--- src/rtl/nibble_link_pkg.sv ---
// Shared types, link bit positions and the frame beat encoder for the
// host side of the 12-bit nibble link.
package nibble_link_pkg;

  typedef enum logic [2:0] {
    ST_IDLE   = 3'd0,
    ST_SEND   = 3'd1,
    ST_WAIT   = 3'd2,
    ST_CAP_HI = 3'd3,
    ST_RESP   = 3'd4,
    ST_GAP    = 3'd5
  } link_state_e;

  localparam int FRAME_BEATS = 6;
  localparam int DATA_BEATS  = 4;
  localparam int LINK_W      = 12;
  localparam int LINK_EN     = 9;
  localparam int LINK_OP     = 8;
  localparam int NIB_A_LSB   = 0;
  localparam int NIB_B_LSB   = 4;
  localparam int RES_VALID   = 8;

  // Link word for one SEND beat; beats past the data beats are commit beats with zero data.
  function automatic logic [LINK_W-1:0] frame_word(
    input logic [15:0] a,
    input logic [15:0] b,
    input logic        op,
    input logic [2:0]  beat
  );
    logic [LINK_W-1:0] w;
    w          = 12'h000;
    w[LINK_EN] = 1'b1;
    w[LINK_OP] = op;
    if (beat < 3'(DATA_BEATS)) begin
      case (beat[1:0])
        2'd0: begin w[NIB_A_LSB +: 4] = a[3:0];   w[NIB_B_LSB +: 4] = b[3:0];   end
        2'd1: begin w[NIB_A_LSB +: 4] = a[7:4];   w[NIB_B_LSB +: 4] = b[7:4];   end
        2'd2: begin w[NIB_A_LSB +: 4] = a[11:8];  w[NIB_B_LSB +: 4] = b[11:8];  end
        2'd3: begin w[NIB_A_LSB +: 4] = a[15:12]; w[NIB_B_LSB +: 4] = b[15:12]; end
        default: begin w[NIB_A_LSB +: 4] = 4'h0;  w[NIB_B_LSB +: 4] = 4'h0;     end
      endcase
    end else begin
      w[NIB_A_LSB +: 4] = 4'h0;
      w[NIB_B_LSB +: 4] = 4'h0;
    end
    return w;
  endfunction

endpackage

--- src/rtl/nibble_link_host_frame_tx.sv ---
// Beat counter and nibble mux for the SEND phase. The word presented is the one
// for the NEXT cycle, so the host can register it straight onto link_out.
module nibble_frame_tx
  import nibble_link_pkg::*;
(
  input  logic              clock,
  input  logic              reset_n,
  input  logic              start,
  input  logic [15:0]       a,
  input  logic [15:0]       b,
  input  logic              op,
  output logic [LINK_W-1:0] word,
  output logic              done
);

  logic [2:0] beat_r;
  logic       active_r;
  logic [2:0] idx_s;

  assign done = active_r && (beat_r == 3'(FRAME_BEATS - 1));

  // Select which beat the next registered link word should carry.
  always_comb begin
    idx_s = 3'd0;
    if (start) begin
      idx_s = 3'd0;
    end else begin
      idx_s = beat_r + 3'd1;
    end
  end

  // Nibble mux for the selected beat.
  always_comb begin
    word = frame_word(a, b, op, idx_s);
  end

  // Beat counter; it only wraps when the frame ends.
  always_ff @(posedge clock or negedge reset_n) begin
    if (!reset_n) begin
      beat_r   <= 3'd0;
      active_r <= 1'b0;
    end else if (start) begin
      beat_r   <= 3'd0;
      active_r <= 1'b1;
    end else if (active_r) begin
      if (done) begin
        beat_r   <= 3'd0;
        active_r <= 1'b0;
      end else begin
        beat_r   <= beat_r + 3'd1;
        active_r <= 1'b1;
      end
    end else begin
      beat_r   <= beat_r;
      active_r <= active_r;
    end
  end

endmodule

--- src/rtl/nibble_link_host.sv ---
// Host initiator for the nibble link: sends one operation frame, collects the
// two-byte result (or times out) and offers it on a valid/ready response port.
module nibble_link_host
  import nibble_link_pkg::*;
#(
  parameter int TIMEOUT_CYCLES = 64,
  parameter int GAP_CYCLES     = 2
) (
  input  logic        clock,
  input  logic        reset_n,
  input  logic        req_valid,
  output logic        req_ready,
  input  logic [15:0] req_a,
  input  logic [15:0] req_b,
  input  logic        req_op,
  output logic        resp_valid,
  input  logic        resp_ready,
  output logic [15:0] resp_data,
  output logic        resp_error,
  output logic [11:0] link_out,
  input  logic [8:0]  link_in
);

  localparam logic [9:0] TMO_LAST = 10'(TIMEOUT_CYCLES - 1);
  localparam logic [3:0] GAP_LAST = 4'(GAP_CYCLES - 1);

  link_state_e       state_r, state_s;
  logic [15:0]       opnd_a_r, opnd_a_s;
  logic [15:0]       opnd_b_r, opnd_b_s;
  logic              op_r, op_s;
  logic [9:0]        tmo_cnt_r, tmo_cnt_s;
  logic [3:0]        gap_cnt_r, gap_cnt_s;
  logic [7:0]        res_lo_r, res_lo_s;
  logic [15:0]       resp_data_r, resp_data_s;
  logic              resp_error_r, resp_error_s;
  logic              resp_valid_r, resp_valid_s;
  logic              req_ready_r, req_ready_s;
  logic [LINK_W-1:0] link_r, link_s;
  logic              accept_s;
  logic              tx_start_s;
  logic              tx_done_s;
  logic [LINK_W-1:0] tx_word_s;

  assign req_ready  = req_ready_r;
  assign resp_valid = resp_valid_r;
  assign resp_data  = resp_data_r;
  assign resp_error = resp_error_r;
  assign link_out   = link_r;

  nibble_frame_tx u_frame_tx (
    .clock   (clock),
    .reset_n (reset_n),
    .start   (tx_start_s),
    .a       (opnd_a_s),
    .b       (opnd_b_s),
    .op      (op_s),
    .word    (tx_word_s),
    .done    (tx_done_s)
  );

  // Next-state, capture/timeout bookkeeping and next registered output values.
  always_comb begin
    state_s      = state_r;
    opnd_a_s     = opnd_a_r;
    opnd_b_s     = opnd_b_r;
    op_s         = op_r;
    tmo_cnt_s    = tmo_cnt_r;
    gap_cnt_s    = gap_cnt_r;
    res_lo_s     = res_lo_r;
    resp_data_s  = resp_data_r;
    resp_error_s = resp_error_r;
    tx_start_s   = 1'b0;
    link_s       = 12'h000;
    accept_s     = req_valid & req_ready_r;

    case (state_r)
      ST_IDLE: begin
        if (accept_s) begin
          opnd_a_s   = req_a;
          opnd_b_s   = req_b;
          op_s       = req_op;
          tx_start_s = 1'b1;
          state_s    = ST_SEND;
        end else begin
          state_s = ST_IDLE;
        end
      end
      ST_SEND: begin
        if (tx_done_s) begin
          tmo_cnt_s = 10'd0;
          state_s   = ST_WAIT;
        end else begin
          state_s = ST_SEND;
        end
      end
      ST_WAIT: begin
        // A result arriving on the expiry cycle still wins over the timeout.
        if (link_in[RES_VALID]) begin
          res_lo_s = link_in[7:0];
          state_s  = ST_CAP_HI;
        end else if (tmo_cnt_r == TMO_LAST) begin
          resp_data_s  = 16'h0000;
          resp_error_s = 1'b1;
          state_s      = ST_RESP;
        end else if (tmo_cnt_r != 10'h3FF) begin
          tmo_cnt_s = tmo_cnt_r + 10'd1;
          state_s   = ST_WAIT;
        end else begin
          tmo_cnt_s = tmo_cnt_r;
          state_s   = ST_WAIT;
        end
      end
      ST_CAP_HI: begin
        resp_data_s  = {link_in[7:0], res_lo_r};
        resp_error_s = 1'b0;
        state_s      = ST_RESP;
      end
      ST_RESP: begin
        if (resp_ready) begin
          gap_cnt_s = 4'd0;
          state_s   = ST_GAP;
        end else begin
          state_s = ST_RESP;
        end
      end
      ST_GAP: begin
        if (gap_cnt_r == GAP_LAST) begin
          state_s = ST_IDLE;
        end else begin
          gap_cnt_s = gap_cnt_r + 4'd1;
          state_s   = ST_GAP;
        end
      end
      default: begin
        state_s = ST_IDLE;
      end
    endcase

    req_ready_s  = (state_s == ST_IDLE);
    resp_valid_s = (state_s == ST_RESP);

    // The chip samples the op select late, so it stays up until the response is taken.
    case (state_s)
      ST_SEND:                     link_s = tx_word_s;
      ST_WAIT, ST_CAP_HI, ST_RESP: link_s[LINK_OP] = op_s;
      default:                     link_s = 12'h000;
    endcase
  end

  // State and output registers; reset drops any frame in flight.
  always_ff @(posedge clock or negedge reset_n) begin
    if (!reset_n) begin
      state_r      <= ST_IDLE;
      opnd_a_r     <= 16'h0000;
      opnd_b_r     <= 16'h0000;
      op_r         <= 1'b0;
      tmo_cnt_r    <= 10'd0;
      gap_cnt_r    <= 4'd0;
      res_lo_r     <= 8'h00;
      resp_data_r  <= 16'h0000;
      resp_error_r <= 1'b0;
      resp_valid_r <= 1'b0;
      req_ready_r  <= 1'b0;
      link_r       <= 12'h000;
    end else begin
      state_r      <= state_s;
      opnd_a_r     <= opnd_a_s;
      opnd_b_r     <= opnd_b_s;
      op_r         <= op_s;
      tmo_cnt_r    <= tmo_cnt_s;
      gap_cnt_r    <= gap_cnt_s;
      res_lo_r     <= res_lo_s;
      resp_data_r  <= resp_data_s;
      resp_error_r <= resp_error_s;
      resp_valid_r <= resp_valid_s;
      req_ready_r  <= req_ready_s;
      link_r       <= link_s;
    end
  end

endmodule

--- config.mk ---
export PLATFORM = sky130hd
export DESIGN_NAME = nibble_link_host
export DESIGN_NICKNAME = d
export VERILOG_FILES = /design/src/rtl/nibble_link_pkg.sv /design/src/rtl/nibble_link_host_frame_tx.sv /design/src/rtl/nibble_link_host.sv
export SDC_FILE = /design/constraint.sdc
export NUM_CORES = 1
export LEC_CHECK = 0
export ABC_AREA = 1
export BUFFER_PORTS_ARGS = -buffer_cell sky130_fd_sc_hd__buf_2
export CORE_ASPECT_RATIO = 0.9
export CORE_UTILIZATION = 55
export CTS_CLUSTER_DIAMETER = 120
export DETAILED_ROUTE_END_ITERATION = 7
export PLACE_DENSITY_LB_ADDON = 0.1
export SYNTH_ARGS = -nofsm -noshare
export SYNTH_HDL_FRONTEND = slang
export SYNTH_SLANG_ARGS = --single-unit
--- constraint.sdc ---
create_clock -name clock -period 2.2 [get_ports clock]
set_input_delay 0.22 -clock clock [delete_from_list [all_inputs] [get_ports clock]]
set_output_delay 0.22 -clock clock [all_outputs]
set_load 0.05 [all_outputs]
==> flow_metrics.py, run 1 <==
metrics = {
    "floorplanning": {
        "die_area_um2": 7830,
        "fp-row-count": 29,
        "fp.dieW_um": 93.1,
        "die_h_um": 84.0,
        "design.portCount": 77,
        "core_area_um2": 7150,
        "initial_utilization_pct": 57.5,
    },
    "sta": {
        "relSlewSlack_pct": 61.2,
        "clock_skew_ns": 0.0119,
        "setup_viol": 0,
        "final.setup.tns_ns": 0,
        "hold_slack_ns": 0.0634,
        "maxSlewViolCount": 0,
        "min_period_over_period_pct": 86.6,
        "grt_setup_unrepaired": "no",
        "fmax_ghz": 0.525,
        "hold_viol_final": 0,
        "tightest_slew_ns": 0.582,
        "post-route-min-period_ns": 1.91,
    },
    "yosys": {
        "synth_area_leader_cell": "dfrtp_1",
        "synth.distinct_cells": 27,
        "ys_seq_area_share_pct": 55.4,
        "synthArstFlopShare_pct": 100,
        "synth_seq_cells": 91,
        "syn_avg_cell_area_um2": 8.27,
        "netlist_instances": 497,
        "synth_edf_count": 0,
        "ys.flop_type": "dfrtp_1",
        "synth_area_leaders": "dfrtp_1, nand2_1, nand3_1, o21ai_0, inv_1",
        "synth_warnings": 0,
        "synth_area_um2": 4110,
        "yosys.area.top_type_share_pct": 55.4,
    },
    "setup_path": {
        "required_ns": 2.43,
        "cp-end-kind": "register",
        "worstSetupPathType": "register to register",
        "crit_arrival_ns": 2.14,
        "cp_max_fo": 11,
        "path_cells": "inv_2 > nand2_1 > nor2_4 > inv_2 > nand2_1 > o21ai_1 > nor2_4 > nand2_2 > nand2_1 > nand2_1",
        "r2r_setup_slack_ns": 0.29,
        "crit_top_cell": "nand2_1",
        "regToRegEndpoint": "tmo_cnt_r[4]",
        "cp_slowest_cell": "dfrtp_1",
        "start_kind": "register",
        "worstRegToRegCells": 10,
        "r2r-start": "state_r[2]",
        "max_stage_delay_ns": 0.43,
    },
    "drt": {
        "vias_per_cell": 5.07,
        "num_vias": 3415,
        "wl_per_cell_um": 12.7,
        "wirelength_mm": 8.59,
        "post-route-drc-count": 0,
        "postRouteAntennaNets": 0,
        "drt_iter0_drc": 265,
        "first_pass_iters": 5,
    },
    "cells_and_area": {
        "nNetsFinal": 627,
        "antennaDiodeCount": 0,
        "areaGrowthSynthToFinish_pct": 16.6,
        "layout-drive-gt1-share_pct": 20.1,
        "n_fill_cell": 615,
    },
    "global_route": {
        "grt_start_max_net_pins": 48,
        "overflow": 0,
        "grt_pass1_vias": 3056,
        "antenna_found_initial": 0,
        "globalRouteTotalUtil_pct": 23.8,
        "grt_pass1_wl_mm": 14.4,
    },
    "cts": {
        "cts_made_buffers": 9,
        "clk_pin_slew_ns": 0.09,
        "cts_setup_buffers": 0,
        "cts_buffer_depth": 2,
        "tritoncts": "built",
        "clock_latency_ns": 0.35,
        "cts.sinks": 91,
        "cts-root-buf": "clkbuf_8",
        "cts_htree_levels": 3,
    },
    "worst_hold_path": {
        "hold_path_end": "opnd_b_r[7]",
        "hold_path_class": "input pin to register",
        "min_from": "req_b[7]",
        "worstHoldPathCells": 3,
    },
    "power_and_ir_drop": {
        "p_leak_nw": 2.57,
        "ir_drop_mv": 0.704,
        "p_per_area_nw_per_um2": 1450,
    },
    "run": {
        "maxCapViolCount": 0,
    },
    "placement": {
        "portBuffers": 74,
        "dpl.hpwl_mm": 6.14,
        "place_congestion": 0.888,
    },
    "status": {
        "outcome": "complete, no violations",
    },
}
registers in the layout (all words and copies together), names as in the netlist:
name,flops
req_ready,1
opnd_a_r,16
resp_data,16
state_r,3
op_r,1
gap_cnt_r,4
res_lo_r,8
resp_error,1
resp_valid,1
opnd_b_r,16
link_out,10
u_frame_tx.beat_r,3
tmo_cnt_r,10
u_frame_tx.active_r,1
worst max-delay path, delay by kind of cell (launching register included):
family	cells	cell delay [ns]
buffers and inverters	2	0.23
AND/OR/NAND/NOR	7	1.02
flip-flops	1	0.43
AO/OA/AOI/OAI	1	0.09
timing repair:
| action | in CTS | in global routing |
|---|---|---|
| endpoints found under the setup margin | 0 | 10 |
| hold endpoints to repair | 44 | 0 |
| gates resized for setup | 0 | 1 |
| hold buffers | 1 | 0 |
kinds of logic (layout without fill, tap and decap cells):
logic type	after synthesis	in the layout	synth area share (%)
and+or+nand+nor	284	284	29.1
DFF	91	91	55.4
buffers and inverters	59	142	6.18
AOI/OAI and AO/OA	51	51	6.45
xor gates and xnor gates	6	6	1.28
adders and majority gates	5	5	1.52
other	1	2	0.0912
cell usage in the layout, fill, tap and decap left out:
master / n
nand3b_1: 3
nor2_1: 34
dfrtp_1: 91
inv_1: 37
o22ai_1: 4
conb_1: 2
nor2_2: 3
nand3_1: 52
clkbuf_1: 1
nor3_1: 1
clkinvlp_4: 1
nor2_4: 2
xnor2_1: 2
inv_8: 1
a31oi_1: 1
or2_2: 7
ha_1: 5
o21ai_0: 35
nand4_1: 3
inv_2: 4
inv_6: 2
buf_2: 73
dlygate4sd3_1: 1
or2_1: 3
nand2_2: 1
nand2_1: 175
clkinv_2: 1
o21ai_1: 5
clkbuf_8: 9
o21ai_2: 1
buf_4: 11
a21oi_1: 5
bufinv_16: 1
xor2_1: 4
per-layer routing:
| layer | vias to the layer above | wire, µm | GRT usage, % |
|---|---|---|---|
| li1 | 1723 | - | - |
| met1 | 1569 | 4310 | 36.7 |
| met2 | 119 | 3650 | 33.6 |
| met3 | 4 | 593 | 6.47 |
| met4 | 0 | 38 | 5.03 |
| met5 | - | 0 | 0 |
per-stage QoR:
step	util (%)	cell area, µm²	std cells	power, mW	setup WS, ns
after floorplan	-	4120	498	5.03	0.495
after detailed placement	64.1	4580	657	5.82	0.258
after global routing	67.1	4790	674	7.49	0.0517
final	67.1	4790	674	6.95	0.294
after global placement	64.1	4580	657	5.73	0.355
after CTS	67.0	4790	674	6.97	0.204
how the worst max path moves through the flow:
| stage | from | end | slack, ns |
|---|---|---|---|
| 2_1_floorplan | req_ready | link_out[8] | 0.49 |
| 3_3_place_gp | state_r[2] | tmo_cnt_r[2] | 0.36 |
| 3_5_place_dp | state_r[2] | tmo_cnt_r[2] | 0.26 |
| 4_1_cts | state_r[2] | tmo_cnt_r[4] | 0.20 |
| 5_1_grt | state_r[2] | tmo_cnt_r[4] | 0.05 |
| 6_report | state_r[2] | tmo_cnt_r[4] | 0.29 |
cell usage after synthesis, types with 2 or more instances:
library cell / instances
inv_2: 4
dfrtp_1: 91
nor2_1: 34
or2_1: 3
xnor2_1: 2
buf_2: 5
nand3_1: 52
or2_2: 7
o21ai_0: 35
nand2_1: 175
inv_1: 37
buf_4: 7
nor2_2: 4
o22ai_1: 4
nand3b_1: 3
xor2_1: 4
ha_1: 5
clkbuf_1: 6
o21ai_1: 5
a21oi_1: 5
nand4_1: 3
final cells by class:
type                            instances  area, µm²  share of cell area, %
Clock buffer                           10        128                   2.66
Clock inverter                          6       71.3                   1.49
Inverter                               41        154                   3.21
Timing Repair Buffer                   85        458                   9.55
Tap cell                               93        116                   2.43
Sequential cell                        91       2280                   47.5
Multi-Input combinational cell        348       1590                   33.2
where the power goes:
part	switching, mW	total, mW	internal [mW]
clock network	0.597	1.14	0.540
logic	2.28	3.18	0.899
registers	0.295	2.63	2.34
total	3.18	6.95	3.78
Note: power is estimated with default switching activity, not from simulation.
==> inputs of run 2 (changes only) <==
--- a/config.mk
+++ b/config.mk
@@ -8,7 +8,7 @@
 export ABC_AREA = 1
 export BUFFER_PORTS_ARGS = -buffer_cell sky130_fd_sc_hd__buf_2
 export CORE_ASPECT_RATIO = 0.9
-export CORE_UTILIZATION = 55
+export CORE_UTILIZATION = 30
 export CTS_CLUSTER_DIAMETER = 120
 export DETAILED_ROUTE_END_ITERATION = 7
 export PLACE_DENSITY_LB_ADDON = 0.1
==> flow_metrics.py, run 2 (synthesis results as in run 1) <==
metrics = {
    "status": {
        "outcome": "finished with violations",
        "violations": "DRC",
    },
    "power_and_ir_drop": {
        "power.share.sequential_pct": 35.6,
        "clockPowerShare_pct": 19.4,
        "power.internal_mw": 4.12,
        "switching_share_pct": 44.2,
        "switchingPower_mw": 3.27,
        "p_leak_nw": 2.64,
        "p_per_area_nw_per_um2": 1480,
        "total_power_mw": 7.39,
        "p_comb_share_pct": 44.9,
        "ir_drop_mv": 0.409,
    },
    "setup_path": {
        "path_cells": "ha_1 > inv_1 > nand2_1 > nor2_1 > nand2_1 > nand3_1 > nand2_1 > nor2_1",
        "worstSetupPathType": "register to register",
        "cp_max_fo": 7,
        "cp_slowest_cell": "nor2_1",
        "crit_top_cell": "nand2_1",
        "path_delay_family": "simple AND/OR/NAND/NOR gates",
        "cp.buffers_inverters": 1,
        "crit_arrival_ns": 2.14,
        "required_ns": 2.47,
        "max_stage_delay_ns": 0.46,
        "cp-end-kind": "register",
        "start_kind": "register",
    },
    "cts": {
        "cts_buffer_depth": 2,
        "clock_latency_ns": 0.35,
        "tritoncts": "built",
        "cts_htree_levels": 3,
        "cts_made_buffers": 9,
        "cts.sinks": 91,
        "cts-root-buf": "clkbuf_16",
        "clk_pin_slew_ns": 0.06,
    },
    "sta": {
        "tightest_slew_ns": 0.590,
        "min_period_over_period_pct": 84.9,
        "maxSlewViolCount": 0,
        "final.setup.tns_ns": 0,
        "setup_viol": 0,
        "clock_skew_ns": 0.00532,
        "layout_setup_ws_ns": 0.333,
        "hold_viol_final": 0,
        "fmax_ghz": 0.536,
        "relSlewSlack_pct": 60.5,
        "grt_setup_unrepaired": "no",
        "post-route-min-period_ns": 1.87,
    },
    "cells_and_area": {
        "final_cell_mix": "nand2_1, dfrtp_1, buf_2, nand3_1, inv_1",
        "n_fill_cell": 1417,
        "final_common_cell": "nand2_1",
        "areaGrowthSynthToFinish_pct": 21.8,
        "antennaDiodeCount": 0,
        "nNetsFinal": 632,
        "layout-drive-gt1-share_pct": 20.5,
    },
    "floorplanning": {
        "die_area_um2": 14200,
        "fp.dieW_um": 125,
        "die_h_um": 113,
        "initial_utilization_pct": 30.8,
        "core_area_um2": 13400,
        "design.portCount": 77,
        "fp-row-count": 40,
    },
    "global_route": {
        "grt_pass1_wl_mm": 16.7,
        "overflow": 0,
        "globalRouteTotalUtil_pct": 15.4,
        "grt_pass1_vias": 3178,
        "grt_start_max_net_pins": 92,
        "antenna_found_initial": 0,
    },
    "run": {
        "maxCapViolCount": 0,
    },
    "placement": {
        "place_ws_ns": 0.187,
        "dpl.hpwl_mm": 7.08,
        "portBuffers": 74,
        "place_congestion": 0.754,
    },
    "drt": {
        "wirelength_mm": 10.0,
        "first_pass_iters": 8,
        "post-route-drc-count": 7,
        "vias_per_cell": 4.40,
        "wl_per_cell_um": 13.3,
        "postRouteAntennaNets": 0,
        "drt_iter0_drc": 207,
        "num_vias": 3321,
    },
    "worst_hold_path": {
        "hold_path_class": "input pin to register",
    },
}
## run 2: cell count changes in the layout (fill, tap and decap cells not counted)
cell        before  now
clkinvlp_4       1    0
inv_6            2    0
clkbuf_8         9    2
buf_12           0    1
nor2_4           2    1
inv_8            1    0
clkbuf_16        0    9
clkinv_2         1    2
nor2_2           3    4
buf_4           11   15
bufinv_16        1    0
clkbuf_1         1    3
## run 2: what timing repair did
| item | 4_1_cts | 5_1_grt |
|---|---|---|
| hold buffers | 1 | 0 |
| resized for setup | 0 | 0 |
| setup buffers | 0 | 2 |
| hold endpoints to repair | 91 | 0 |
| setup endpoints to repair | 0 | 5 |
## run 2: final timing paths
| kind | startpoint | end | slack, ns | cells past startpoint |
|---|---|---|---|---|
| max | u_frame_tx.beat_r[0] | link_out[5] | 0.33 | 8 |
| min | req_a[4] | opnd_a_r[4] | 0.07 | 3 |
| max reg2reg | u_frame_tx.beat_r[0] | link_out[5] | 0.33 | 8 |
| min reg2reg | opnd_b_r[10] | opnd_b_r[10] | 0.47 | 2 |
| max in group asynchronous | reset_n | tmo_cnt_r[5] | 1.37 | 3 |
| min in group asynchronous | reset_n | link_out[4] | 0.47 | 3 |
## run 2: worst reg2reg max path: stages (launching register included)
cell and delay, ns:
dfrtp_1 0.40, ha_1 0.31, inv_1 0.12, nand2_1 0.09, nor2_1 0.46, nand2_1 0.11, nand3_1 0.16, nand2_1 0.07
nor2_1 0.08
## run 2: per-layer routing
layer  track usage, %  wire [µm]  up-vias
met1             23.3       5400     1506
met3             3.59        483       11
met5                0          0        -
li1                 -          -     1741
met4             7.32        183        0
met2             20.3       3940       63
## run 2: power by group through the flow
stage / Clock, mW / Sequential, mW / Combinational, mW
2_1_floorplan: 0 / 3.39 / 1.64
3_3_place_gp: 0 / 2.64 / 3.34
3_5_place_dp: 0 / 2.66 / 3.34
4_1_cts: 1.49 / 2.64 / 3.35
5_1_grt: 1.56 / 2.71 / 3.73
6_report: 1.44 / 2.63 / 3.32
## run 2: final cells by class
| cell class | instances | area (µm²) | share of cell area [%] |
|---|---|---|---|
| Clock buffer | 14 | 264 | 5.27 |
| Inverter | 41 | 154 | 3.07 |
| Tap cell | 168 | 210 | 4.20 |
| Timing Repair Buffer | 90 | 508 | 10.1 |
| Clock inverter | 2 | 10.0 | 0.200 |
| Sequential cell | 91 | 2280 | 45.5 |
| Multi-Input combinational cell | 348 | 1580 | 31.6 |
## run 2: metrics by stage
step	hold slack [ns]	utilization [%]	std cells	cell area, µm²
3_5_place_dp	0.304	35.2	735	4710
6_report	0.0735	37.5	754	5010
4_1_cts	0.0635	37.4	752	4990
3_3_place_gp	0.312	35.2	735	4710
5_1_grt	0.0794	37.5	754	5010
2_1_floorplan	-0.0756	-	498	4120
==> inputs of run 3 (changes only) <==
==> constraint.sdc (replaced) <==
create_clock -name clock -period 1.9 [get_ports clock]
set_input_delay 0.19 -clock clock [delete_from_list [all_inputs] [get_ports clock]]
set_output_delay 0.19 -clock clock [all_outputs]
set_load 0.05 [all_outputs]
==> flow_metrics.py, run 3 (synthesis results as in run 1) <==
metrics = {
    "placement": {
        "dpl.hpwl_mm": 7.36,
        "portBuffers": 74,
        "place_ws_ns": 0.0788,
        "place_area_um2": 4760,
        "place_congestion": 0.773,
        "dp_cells": 739,
    },
    "power_and_ir_drop": {
        "total_power_mw": 8.57,
        "power.internal_mw": 4.78,
        "ir_drop_mv": 0.533,
        "p_comb_share_pct": 45.3,
        "power.share.sequential_pct": 35.6,
        "switching_share_pct": 44.2,
        "p_leak_nw": 2.66,
        "clockPowerShare_pct": 19.1,
        "switchingPower_mw": 3.79,
        "p_per_area_nw_per_um2": 1700,
    },
    "cells_and_area": {
        "antennaDiodeCount": 0,
        "final_core_util_pct": 37.8,
        "postLayoutCellArea_um2": 5050,
        "nNetsFinal": 634,
        "final_cells": 754,
        "final_common_cell": "nand2_1",
        "areaGrowthSynthToFinish_pct": 22.7,
        "final_cell_mix": "nand2_1, dfrtp_1, buf_2, nand3_1, inv_1",
        "layout-drive-gt1-share_pct": 21.3,
    },
    "floorplanning": {
        "die_h_um": 113,
        "design.portCount": 77,
        "initial_utilization_pct": 30.8,
        "die_area_um2": 14200,
        "fp-row-count": 40,
        "fp.dieW_um": 125,
        "core_area_um2": 13400,
    },
    "cts": {
        "clk_pin_slew_ns": 0.06,
        "clock_latency_ns": 0.34,
        "cts_made_buffers": 9,
        "tritoncts": "built",
        "cts-root-buf": "clkbuf_16",
        "cts_buffer_depth": 2,
        "cts_setup_buffers": 0,
        "cts.sinks": 91,
        "cts_htree_levels": 3,
    },
    "sta": {
        "maxSlewViolCount": 0,
        "post-route-min-period_ns": 1.74,
        "relSlewSlack_pct": 66.3,
        "setup_viol": 0,
        "hold_slack_ns": 0.0498,
        "clock_skew_ns": 0.0101,
        "min_period_over_period_pct": 91.6,
        "tightest_slew_ns": 0.506,
        "final.setup.tns_ns": 0,
        "fmax_ghz": 0.575,
        "hold_viol_final": 0,
        "grt_setup_unrepaired": "no",
        "layout_setup_ws_ns": 0.161,
    },
    "global_route": {
        "grt_start_max_net_pins": 38,
        "grt_pass1_vias": 3228,
        "antenna_found_initial": 0,
        "grt_pass1_wl_mm": 17.1,
        "overflow": 0,
        "globalRouteTotalUtil_pct": 15.7,
    },
    "setup_path": {
        "required_ns": 2.12,
        "cp_max_fo": 27,
        "cp-end-kind": "register",
        "crit_arrival_ns": 1.96,
        "start_kind": "register",
        "worstSetupPathType": "register to register",
    },
    "drt": {
        "wirelength_mm": 10.1,
        "post-route-drc-count": 0,
        "postRouteAntennaNets": 0,
        "num_vias": 3306,
        "drt_iter0_drc": 148,
        "vias_per_cell": 4.38,
        "wl_per_cell_um": 13.4,
        "first_pass_iters": 6,
    },
    "run": {
        "maxCapViolCount": 0,
    },
    "status": {
        "outcome": "complete, no violations",
    },
    "worst_hold_path": {
        "hold_path_class": "input pin to register",
    },
}
==> run 3: cell count changes in the layout (fill, tap and decap cells not counted) <==
cell | previous run | this run
nor2_2 | 4 | 5
o21ai_2 | 1 | 2
buf_12 | 1 | 3
clkbuf_1 | 3 | 0
o21ai_0 | 35 | 32
clkinv_4 | 0 | 1
nor2_1 | 34 | 33
clkbuf_8 | 2 | 1
o21ai_1 | 5 | 7
inv_6 | 0 | 1
==> run 3: repair_timing <==
action / in CTS / in global routing
hold buffers: 1 / 0
endpoints found under the hold margin: 34 / 0
setup endpoints to repair: 0 / 6
resized for setup: 0 / 5
==> run 3: final cells by class <==
cell class / instances / area (µm²)
clock inverter: 4 / 27.5
clock buffer: 10 / 239
tap: 168 / 210
timing repair buffer: 92 / 548
fill: 1412 / 8320
inverter: 41 / 154
sequential: 91 / 2280
multi-input combinational: 348 / 1590
==> run 3: routing by layer <==
| layer | wire, µm | up-vias | track usage (%) |
|---|---|---|---|
| met5 | 0 | - | 0 |
| met4 | 113 | 0 | 4.15 |
| met3 | 440 | 7 | 5.01 |
| met2 | 4030 | 64 | 21.7 |
| met1 | 5520 | 1488 | 23.2 |
| li1 | - | 1747 | - |
==> run 3: final timing paths <==
| path | from | depth (start not counted) | slack [ns] | end |
|---|---|---|---|---|
| setup / recovery | state_r[1] | 8 | 0.16 | link_out[5] |
| hold / removal | req_b[5] | 3 | 0.05 | opnd_b_r[5] |
| setup reg to reg | state_r[1] | 8 | 0.16 | link_out[5] |
| hold reg to reg | opnd_b_r[10] | 2 | 0.47 | opnd_b_r[10] |
| max in group asynchronous | reset_n | 3 | 0.95 | opnd_b_r[1] |
| min in group asynchronous | reset_n | 2 | 0.36 | opnd_b_r[0] |
==> run 3: power by group through the flow <==
| stage | Sequential [mW] | Clock [mW] | Combinational (mW) |
|---|---|---|---|
| 2_1_floorplan | 3.92 | 0 | 1.90 |
| 3_3_place_gp | 3.09 | 0 | 3.88 |
| 3_5_place_dp | 3.09 | 0 | 3.90 |
| 4_1_cts | 3.06 | 1.70 | 3.91 |
| 5_1_grt | 3.16 | 1.78 | 4.37 |
| 6_report | 3.05 | 1.64 | 3.88 |
==> run 3: worst max-delay path, cell delays in order, from the launching register on <==
cell	delay, ns
dfrtp_1	0.41
nor2_2	0.20
nand4_1	0.16
buf_12	0.21
buf_4	0.20
o21ai_2	0.17
nand2_1	0.14
nand2_1	0.09
nor2_1	0.04
